## src/rtl/key_loader.sv

```systemverilog
// -----------------------------------------------------------------------------
// key_loader
//   Upstream feeder for the key word store. Accepts a narrow valid/ready key
//   stream, packs IN_WIDTH-bit beats (first beat = LSBs) into WORD_SIZE-bit
//   words and issues indexed word writes. key_valid is raised once all WORDS
//   words have been written. A zeroize pulse overwrites every stored word
//   with 0. Priority each cycle: zeroize > start > stream activity.
//
// Ports
//   clk        clock
//   rst        asynchronous reset, active-high
//   start      pulse: begin (or restart) a key load
//   zeroize    pulse: clear all stored words to 0
//   in_valid   stream beat valid
//   in_data    stream beat (IN_WIDTH bits)
//   in_ready   beat accepted when in_valid & in_ready
//   widx       word index to store
//   wen        one-cycle word write strobe
//   wdata      word to store
//   key_valid  full key present in store
//   busy       high while loading or zeroizing
//
// All outputs are registered.
// -----------------------------------------------------------------------------
module key_loader #(
  parameter int WORDS     = 4,
  parameter int WORD_SIZE = 32,
  parameter int IN_WIDTH  = 8
) (
  input  logic                       clk,
  input  logic                       rst,
  input  logic                       start,
  input  logic                       zeroize,
  input  logic                       in_valid,
  input  logic [IN_WIDTH-1:0]        in_data,
  output logic                       in_ready,
  output logic [$clog2(WORDS)-1:0]   widx,
  output logic                       wen,
  output logic [WORD_SIZE-1:0]       wdata,
  output logic                       key_valid,
  output logic                       busy
);

  localparam int BEATS = WORD_SIZE / IN_WIDTH;
  localparam int IW    = $clog2(WORDS);
  localparam int BW    = (BEATS > 1) ? $clog2(BEATS) : 1;
  localparam int ZW    = IW + 1;

  typedef enum logic [1:0] {
    IDLE = 2'd0,
    LOAD = 2'd1,
    DONE = 2'd2,
    ZERO = 2'd3
  } state_t;

  state_t               state, state_n;
  logic [BW-1:0]        beat_idx, beat_idx_n;
  logic [IW-1:0]        word_idx, word_idx_n;
  logic [WORD_SIZE-1:0] pack, pack_n;
  logic [ZW-1:0]        zcnt, zcnt_n;
  // Last word has been written; key_valid follows one cycle after its wen.
  logic                 fin, fin_n;

  logic                 in_ready_n;
  logic [IW-1:0]        widx_n;
  logic                 wen_n;
  logic [WORD_SIZE-1:0] wdata_n;
  logic                 key_valid_n;
  logic                 busy_n;

  logic                 accept;
  logic [WORD_SIZE-1:0] word_asm;

  // Drop beat k into its slot of the word being assembled.
  function automatic logic [WORD_SIZE-1:0] insert_beat(
    input logic [WORD_SIZE-1:0] word,
    input logic [BW-1:0]        k,
    input logic [IN_WIDTH-1:0]  beat
  );
    logic [WORD_SIZE-1:0] w;
    w = word;
    w[k*IN_WIDTH +: IN_WIDTH] = beat;
    return w;
  endfunction

  always_comb begin
    state_n     = state;
    beat_idx_n  = beat_idx;
    word_idx_n  = word_idx;
    pack_n      = pack;
    zcnt_n      = zcnt;
    fin_n       = fin;
    in_ready_n  = in_ready;
    widx_n      = widx;
    wen_n       = 1'b0;
    wdata_n     = wdata;
    key_valid_n = key_valid;
    busy_n      = busy;

    accept   = in_valid && in_ready;
    word_asm = insert_beat(pack, beat_idx, in_data);

    if (zeroize) begin
      // First clearing write goes out right away; a beat accepted now is lost.
      state_n     = ZERO;
      zcnt_n      = ZW'(1);
      wen_n       = 1'b1;
      widx_n      = '0;
      wdata_n     = '0;
      in_ready_n  = 1'b0;
      key_valid_n = 1'b0;
      busy_n      = 1'b1;
      fin_n       = 1'b0;
      beat_idx_n  = '0;
      word_idx_n  = '0;
      pack_n      = '0;
    end else if (start && state != ZERO) begin
      // (Re)start: any partial word is discarded, stored words stay until overwritten.
      state_n     = LOAD;
      in_ready_n  = 1'b1;
      key_valid_n = 1'b0;
      busy_n      = 1'b1;
      fin_n       = 1'b0;
      beat_idx_n  = '0;
      word_idx_n  = '0;
      pack_n      = '0;
    end else begin
      case (state)
        LOAD: begin
          if (fin) begin
            state_n     = DONE;
            key_valid_n = 1'b1;
            busy_n      = 1'b0;
            fin_n       = 1'b0;
          end else if (accept) begin
            pack_n = word_asm;
            if (beat_idx == BW'(BEATS - 1)) begin
              wen_n      = 1'b1;
              widx_n     = word_idx;
              wdata_n    = word_asm;
              beat_idx_n = '0;
              if (word_idx == IW'(WORDS - 1)) begin
                fin_n      = 1'b1;
                in_ready_n = 1'b0;
              end else begin
                word_idx_n = word_idx + IW'(1);
              end
            end else begin
              beat_idx_n = beat_idx + BW'(1);
            end
          end
        end
        ZERO: begin
          if (zcnt == ZW'(WORDS)) begin
            state_n = IDLE;
            busy_n  = 1'b0;
          end else begin
            wen_n   = 1'b1;
            widx_n  = zcnt[IW-1:0];
            wdata_n = '0;
            zcnt_n  = zcnt + ZW'(1);
          end
        end
        default: ;
      endcase
    end
  end

  always_ff @(posedge clk or posedge rst) begin
    if (rst) begin
      state     <= IDLE;
      beat_idx  <= '0;
      word_idx  <= '0;
      pack      <= '0;
      zcnt      <= '0;
      fin       <= 1'b0;
      in_ready  <= 1'b0;
      widx      <= '0;
      wen       <= 1'b0;
      wdata     <= '0;
      key_valid <= 1'b0;
      busy      <= 1'b0;
    end else begin
      state     <= state_n;
      beat_idx  <= beat_idx_n;
      word_idx  <= word_idx_n;
      pack      <= pack_n;
      zcnt      <= zcnt_n;
      fin       <= fin_n;
      in_ready  <= in_ready_n;
      widx      <= widx_n;
      wen       <= wen_n;
      wdata     <= wdata_n;
      key_valid <= key_valid_n;
      busy      <= busy_n;
    end
  end

endmodule

```

## config.mk

```make
export PLATFORM = sky130hd
export DESIGN_NAME = key_loader
export DESIGN_NICKNAME = d
export VERILOG_FILES = /design/src/rtl/key_loader.sv
export SDC_FILE = /design/constraint.sdc
export NUM_CORES = 1
export LEC_CHECK = 0
export BUFFER_PORTS_ARGS = -buffer_cell sky130_fd_sc_hd__buf_2
export CORE_AREA = 4 4 105 107
export CTS_BUF_LIST = sky130_fd_sc_hd__clkbuf_8 sky130_fd_sc_hd__clkbuf_16
export DETAILED_ROUTE_END_ITERATION = 12
export DIE_AREA = 0 0 109 111
export PLACE_DENSITY = 0.58
export SETUP_SLACK_MARGIN = 0.02
export SYNTH_ARGS = -nofsm -noshare
export SYNTH_HDL_FRONTEND = slang
export SYNTH_SLANG_ARGS = --single-unit
```

## constraint.sdc

```tcl
create_clock -name clk -period 4.9 [get_ports clk]
set_input_delay 0.98 -clock clk [delete_from_list [all_inputs] [get_ports clk]]
set_output_delay 0.98 -clock clk [all_outputs]
set_load 0.01 [all_outputs]
```

Word level (Yosys, flattened, before mapping)
Index checks and enable logic that the tools add are counted.
{"block": "word_totals", "wordCells": 123, "ff_bits": 80}
{"block": "classes", "n_eq_ne": 16, "mux": 72, "shifts": 2, "addsub": 4, "reduce_logical": 17}
{"cell": "$mux W32", "n": 11}
{"cell": "$pmux W32 S2", "n": 1}
{"cell": "$mux W2", "n": 23}
{"cell": "$neg A5 Y34", "n": 1}
{"cell": "$shift A8 B34 Y32 const A", "n": 1}
{"cell": "$shiftx A8 B34 Y32", "n": 1}
{"cell": "$bwmux W32", "n": 1}
{"cell": "$mux W1", "n": 28}
{"cell": "$reduce_bool A3 Y1", "n": 6}
{"cell": "$ne A3 B3 Y1 const B", "n": 5}
{"cell": "$mux W3", "n": 4}
{"cell": "$reduce_and A5 Y1", "n": 2}
{"cell": "$reduce_and A3 Y1", "n": 3}
{"cell": "$ne A4 B4 Y1 const B", "n": 2}
{"cell": "$pmux W2 S2", "n": 2}
{"cell": "$eq A2 B2 Y1 const B", "n": 3}
{"cell": "$ne A2 B2 Y1 const B", "n": 3}
{"cell": "$reduce_and A6 Y1", "n": 1}
{"cell": "$add A2 B1 Y2 const B", "n": 2}
{"cell": "$pmux W1 S2", "n": 2}
{"cell": "$reduce_bool A4 Y1", "n": 1}
{"cell": "$add A3 B1 Y3 const B", "n": 1}
{"cell": "$eq A3 B3 Y1 const B", "n": 1}
{"cell": "$ne A3 B2 Y1 const B", "n": 1}
{"cell": "4 further kinds", "n": 5}

Logic depth before layout (Yosys ltp)
{"block": "depth", "ltp_word": 9, "depth_mapped": 7, "ltp_nobuf": 6}

Worst setup path after synthesis
Ideal clock, no wire load.
{"block": "synth_timing", "path_type": "input -> register", "start": "input in_valid", "end": "register wdata[0]", "setup_time_ns": 0.125, "cell_stages": 5, "t_required_ns": 4.775, "path_slack_ns": 2.686, "path_buffers": 1, "t_arrival_ns": 2.089, "cell_sequence": "and4b_4 -> nand2_4 -> o21ai_4 -> buf_12 -> mux2_4"}
{"block": "synth_via", "elab_chain_len": 3}
{"item": "start, declared", "line": "34", "rtl": "input logic in_valid,"}
{"item": "$logic_and A1 B1 Y1", "line": "100", "rtl": "accept = in_valid && in_ready;"}
{"item": "$ne A3 B3 Y1 (no source line)"}
{"item": "$reduce_and A6 Y1 (no source line)"}
{"item": "end signal, assigned", "line": "193", "rtl": "wdata <= wdata_n;"}
{"item": "end, declared", "line": "39", "rtl": "output logic [WORD_SIZE-1:0] wdata,"}
Every way passes these cells.
A chain may end at the register's enable or synchronous reset.

Worst setup path in the final report
{"block": "layout_timing", "start": "register beat_idx[0]", "end": "register wdata[15]"}
{"block": "layout_via", "elab_chain_len": 9, "elab_cells_between_ends": 13, "classes_between": "add/sub (1); eq/ne (2); shift (2); mux (7); reduce/logical (1)"}
{"item": "start, declared", "line": "57", "rtl": "logic [BW-1:0] beat_idx, beat_idx_n;"}
{"item": "start signal, assigned", "line": "185", "rtl": "beat_idx <= beat_idx_n;"}
{"item": "$neg A5 Y34", "line": "82", "rtl": "w[k*IN_WIDTH +: IN_WIDTH] = beat;"}
{"item": "$shiftx A8 B34 Y32 / $shift A8 B34 Y32 (equally long branches)", "line": "82"}
{"item": "$bwmux W32", "line": "82"}
{"item": "$mux W32", "line": "137", "rtl": "if (beat_idx == BW'(BEATS - 1)) begin"}
{"item": "$mux W32", "line": "135", "rtl": "end else if (accept) begin"}
{"item": "$mux W32", "line": "130", "rtl": "if (fin) begin"}
{"item": "$pmux W32 S2", "line": "128", "rtl": "case (state)"}
{"item": "$mux W32", "line": "117", "rtl": "end else if (start && state != ZERO) begin"}
{"item": "$mux W32", "line": "103", "rtl": "if (zeroize) begin"}
Several ways; a longest one is shown, not always the timed one. The select of a mux whose other input is x is not followed.

==> reports/results.txt <==
The highest metal layer carrying signal wires in the routed design is met4. Number of antenna violations at the first check in global routing: 0. The top cell types in the final layout, fill and taps aside, are 79 x sky130_fd_sc_hd__dfrtp_1, 52 x sky130_fd_sc_hd__nor2_1, 50 x sky130_fd_sc_hd__buf_2. Yosys mapped the design onto 47 distinct sky130hd cell types. For this run, the detailed router's first-pass iteration total came to 4.

The synthesis-to-finish area growth was 11.0%. At the pin with the least slew margin, the transition time is 0.954 ns. The tools report the capture point of the worst reg-to-reg path as wdata[15]. Across all layers, the routed design uses 2785 vias. The number of buffers created by CTS came out at 9. The number of vias per cell is 5.46. In this design, the largest share of critical-path delay is due to compound AO/OA/AOI/OAI gates. The global-route wire length before repair is 14.8 mm, and the maximum root-to-sink buffer count is 2. After detailed routing, the wire length on met1 is 4.37 mm. Setup repair after global routing left no endpoint under its margin. The run gives 51 as the I/O pin count. For this design the static power due to leakage is 2.15 nW.

Counting the fill cells in the layout gives 934. The register area share after synthesis is 49.7%, and the count of cells along the worst register-to-register path is 6. The total power divided by cell area works out to 334 mW/mm². The path with the worst hold slack has its endpoint at key_valid. For this run, asynchronously set or reset flops after synthesis account for 100%. The first routing iteration left 150 violations. Setup slack on the worst reg-to-reg path comes out at 2.11 ns. Entering global routing, the biggest net connects 52 pins. TritonCTS built the clock tree.

Synthesis inferred 79 register bits. The floorplan step set the die width to 109 µm. The worst hold path was traced through 2 stages. The Yosys step of the flow raised 0 warnings. Number of maximum-capacitance violations: 0. After detailed routing, the number of remaining DRC violations is 0. The post-synth net total was 346; the overall die height was 111 µm.

Buffers inserted to repair hold after CTS numbered 0. The CTS clock-pin slew for the worst setup and hold paths is 0.09 ns, and the via count of the first global-routing pass is 2675. For the worst setup path, the data arrival time is 3.04 ns. The routed design has 9.23 mm of wire. The repair_antennas step left the layout with diodes totalling 0. The tools report the setup total negative slack as 0 ns. For this run, the top clock speed supported by timing is 359 MHz. In this run the remaining antenna-violating nets after routing total 0. The final weighted congestion in routability-driven placement is 0.757, and the proportion of layout cells with a drive suffix above 1 is 31.0%. At the worst endpoint, the required time is 5.16 ns. Startpoint kind of the worst setup timing path: a flop.

At the later pin of the worst-skew pair, clock insertion delay measures 0.36 ns. Among all flip-flop cells after synthesis, the most frequent one is sky130_fd_sc_hd__dfrtp_1. The peak supply drop is 0.000125 V. The tools report the starting utilization of the core area as 39.2%. The slowest stage of the critical path is the sky130_fd_sc_hd__o21ai_4 cell. In this run the critical register-to-register path is launched from beat_idx[0]. Dividing the detail-routed wire length by the instance count gives 18.1 µm.

Count of mapped cells out of synthesis: 325. The worst path meets setup with 2.11 ns of slack. The die covers 0.0121 mm². In this run, synthesis inferred 0 flip-flops with an integrated enable. The routed design uses 465 µm of met3 wire. In the detailed route, the total length drawn on met2 is 4.24 mm. The worst pin sits at a relative slew slack of 36.1%.

The HPWL after detailed placement is 5.92 mm. The cell row count is 37. The core area was 0.0101 mm²; the final count of hold timing violations was 0. The worst min-delay path class was flop to flop. The net count of the finished layout is 390. The flow ran to the end, and the final reports show no timing, DRC or antenna violations.

The critical path is of the flop to flop type. For the post-CTS resize count, the log shows 0. The run gives 79 as the sink count of the clock tree. Cell chosen for the clock root: sky130_fd_sc_hd__clkbuf_8. On the worst path, the slowest cell contributes a delay of 0.64 ns. Once the clock tree was built, the setup fixing pass inserted 0 buffers. Number of buffer cells added on primary ports: 50.

The final critical path takes up 56.9% of the cycle. In this run the worst path has a maximum fanout of 18. Worst-case clock skew: 0.0148 ns. Post-synthesis average cell area: 12.2 µm².

Max-slew violation count: 0. The CTS H-tree depth was 3; the count of buffer and inverter cells on the critical path was 1. The worst hold path begins at key_valid.

For the finished layout, the period the worst path requires is 2.79 ns. The overflow left after global routing was 0; the final count of negative-setup-slack endpoints was 0. The critical path goes through ha_1 > and4b_4 > nand2_4 > o21ai_4 > buf_4 > mux2_2. The power after layout was 1.47 mW. Element type at the critical path end: a flop. After synthesis the cells add up to 0.00397 mm². Across every metal layer, demand over resource in global routing totals 15.8%. Most common cell after layout, fill and taps aside: sky130_fd_sc_hd__dfrtp_1. Placement-stage worst setup slack: 1.83 ns.
how the worst max path moves through the flow:
stage | endpoint | start | cells past startpoint
2_1_floorplan | beat_idx[0] | rst | 1
3_3_place_gp | wdata[16] | in_valid | 6
3_5_place_dp | wdata[15] | in_valid | 6
4_1_cts | wdata[15] | beat_idx[0] | 6
5_1_grt | wdata[16] | beat_idx[0] | 6
6_report | wdata[15] | beat_idx[0] | 6
through the flow:
stage	std cells	hold WS (ns)	util [%]	area, µm²
after global placement	494	0.476	41.9	4250
after detailed placement	494	0.488	41.9	4250
after floorplan	325	0.480	-	3970
after CTS	510	0.504	43.5	4410
final	510	0.496	43.5	4410
after global routing	510	0.520	43.5	4410
final cells by class:
class                   instances  area [µm²]  share of cell area [%]
multi-input cells             218        1790                    40.5
flip-flops and latches         79        1980                    44.8
clock inverters                 7        40.0                   0.908
well taps                     136         170                    3.86
clock buffers                   9         124                    2.81
inverters                       6        23.8                   0.539
repair buffers                 55         288                    6.52
power breakdown:
| part | total [mW] | internal [mW] | switching (mW) |
|---|---|---|---|
| clock | 0.428 | 0.180 | 0.248 |
| combinational | 0.330 | 0.122 | 0.208 |
| sequential | 0.714 | 0.685 | 0.0290 |
| total | 1.47 | 0.988 | 0.484 |
tightest hold or removal path, cell delays in order (launching register included):
cell	delay (ns)
sky130_fd_sc_hd__dfrtp_1	0.35
sky130_fd_sc_hd__a31oi_1	0.04
sky130_fd_sc_hd__nor2_1	0.07
sequential cells by signal, summed over array words and instances, names as in the netlist:
signal	flops
in_ready	1
key_valid	1
word_idx	2
state	1
beat_idx	2
busy	1
wen	1
pack	32
widx	2
zcnt	3
fin	1
wdata	32
layer usage:
layer	track usage [%]	vias up
met3	2.97	9
met2	23.1	82
li1	-	1299
met5	0	-
met1	22.8	1395
met4	6.23	0
cells by family (layout without fill, tap and decap cells):
group	count (synthesis)	after routing	share of synthesized area [%]
AO/OA/AOI/OAI	79	79	16.9
XOR/XNOR	3	3	0.661
adder cells (fa/ha/maj)	8	8	2.52
buffers and inverters	28	77	5.42
flip-flops	79	79	49.7
multiplexers	37	37	13.1
AND/OR/NAND/NOR	91	91	11.6
Yosys cell counts (all sizes together), types with 4 or more instances:
library cell,number,area [µm²]
nand2,12,52.6
and2b,4,31.3
buf,18,166
ha,8,100
a32o,24,240
a32oi,25,219
nor2b,6,37.5
inv,6,22.5
mux2,34,492
nor2,53,206
a211oi,8,60.1
clkbuf,4,26.3
a21oi,12,71.3
dfrtp,79,1980
No activity file was read; power rests on OpenSTA's default activity.
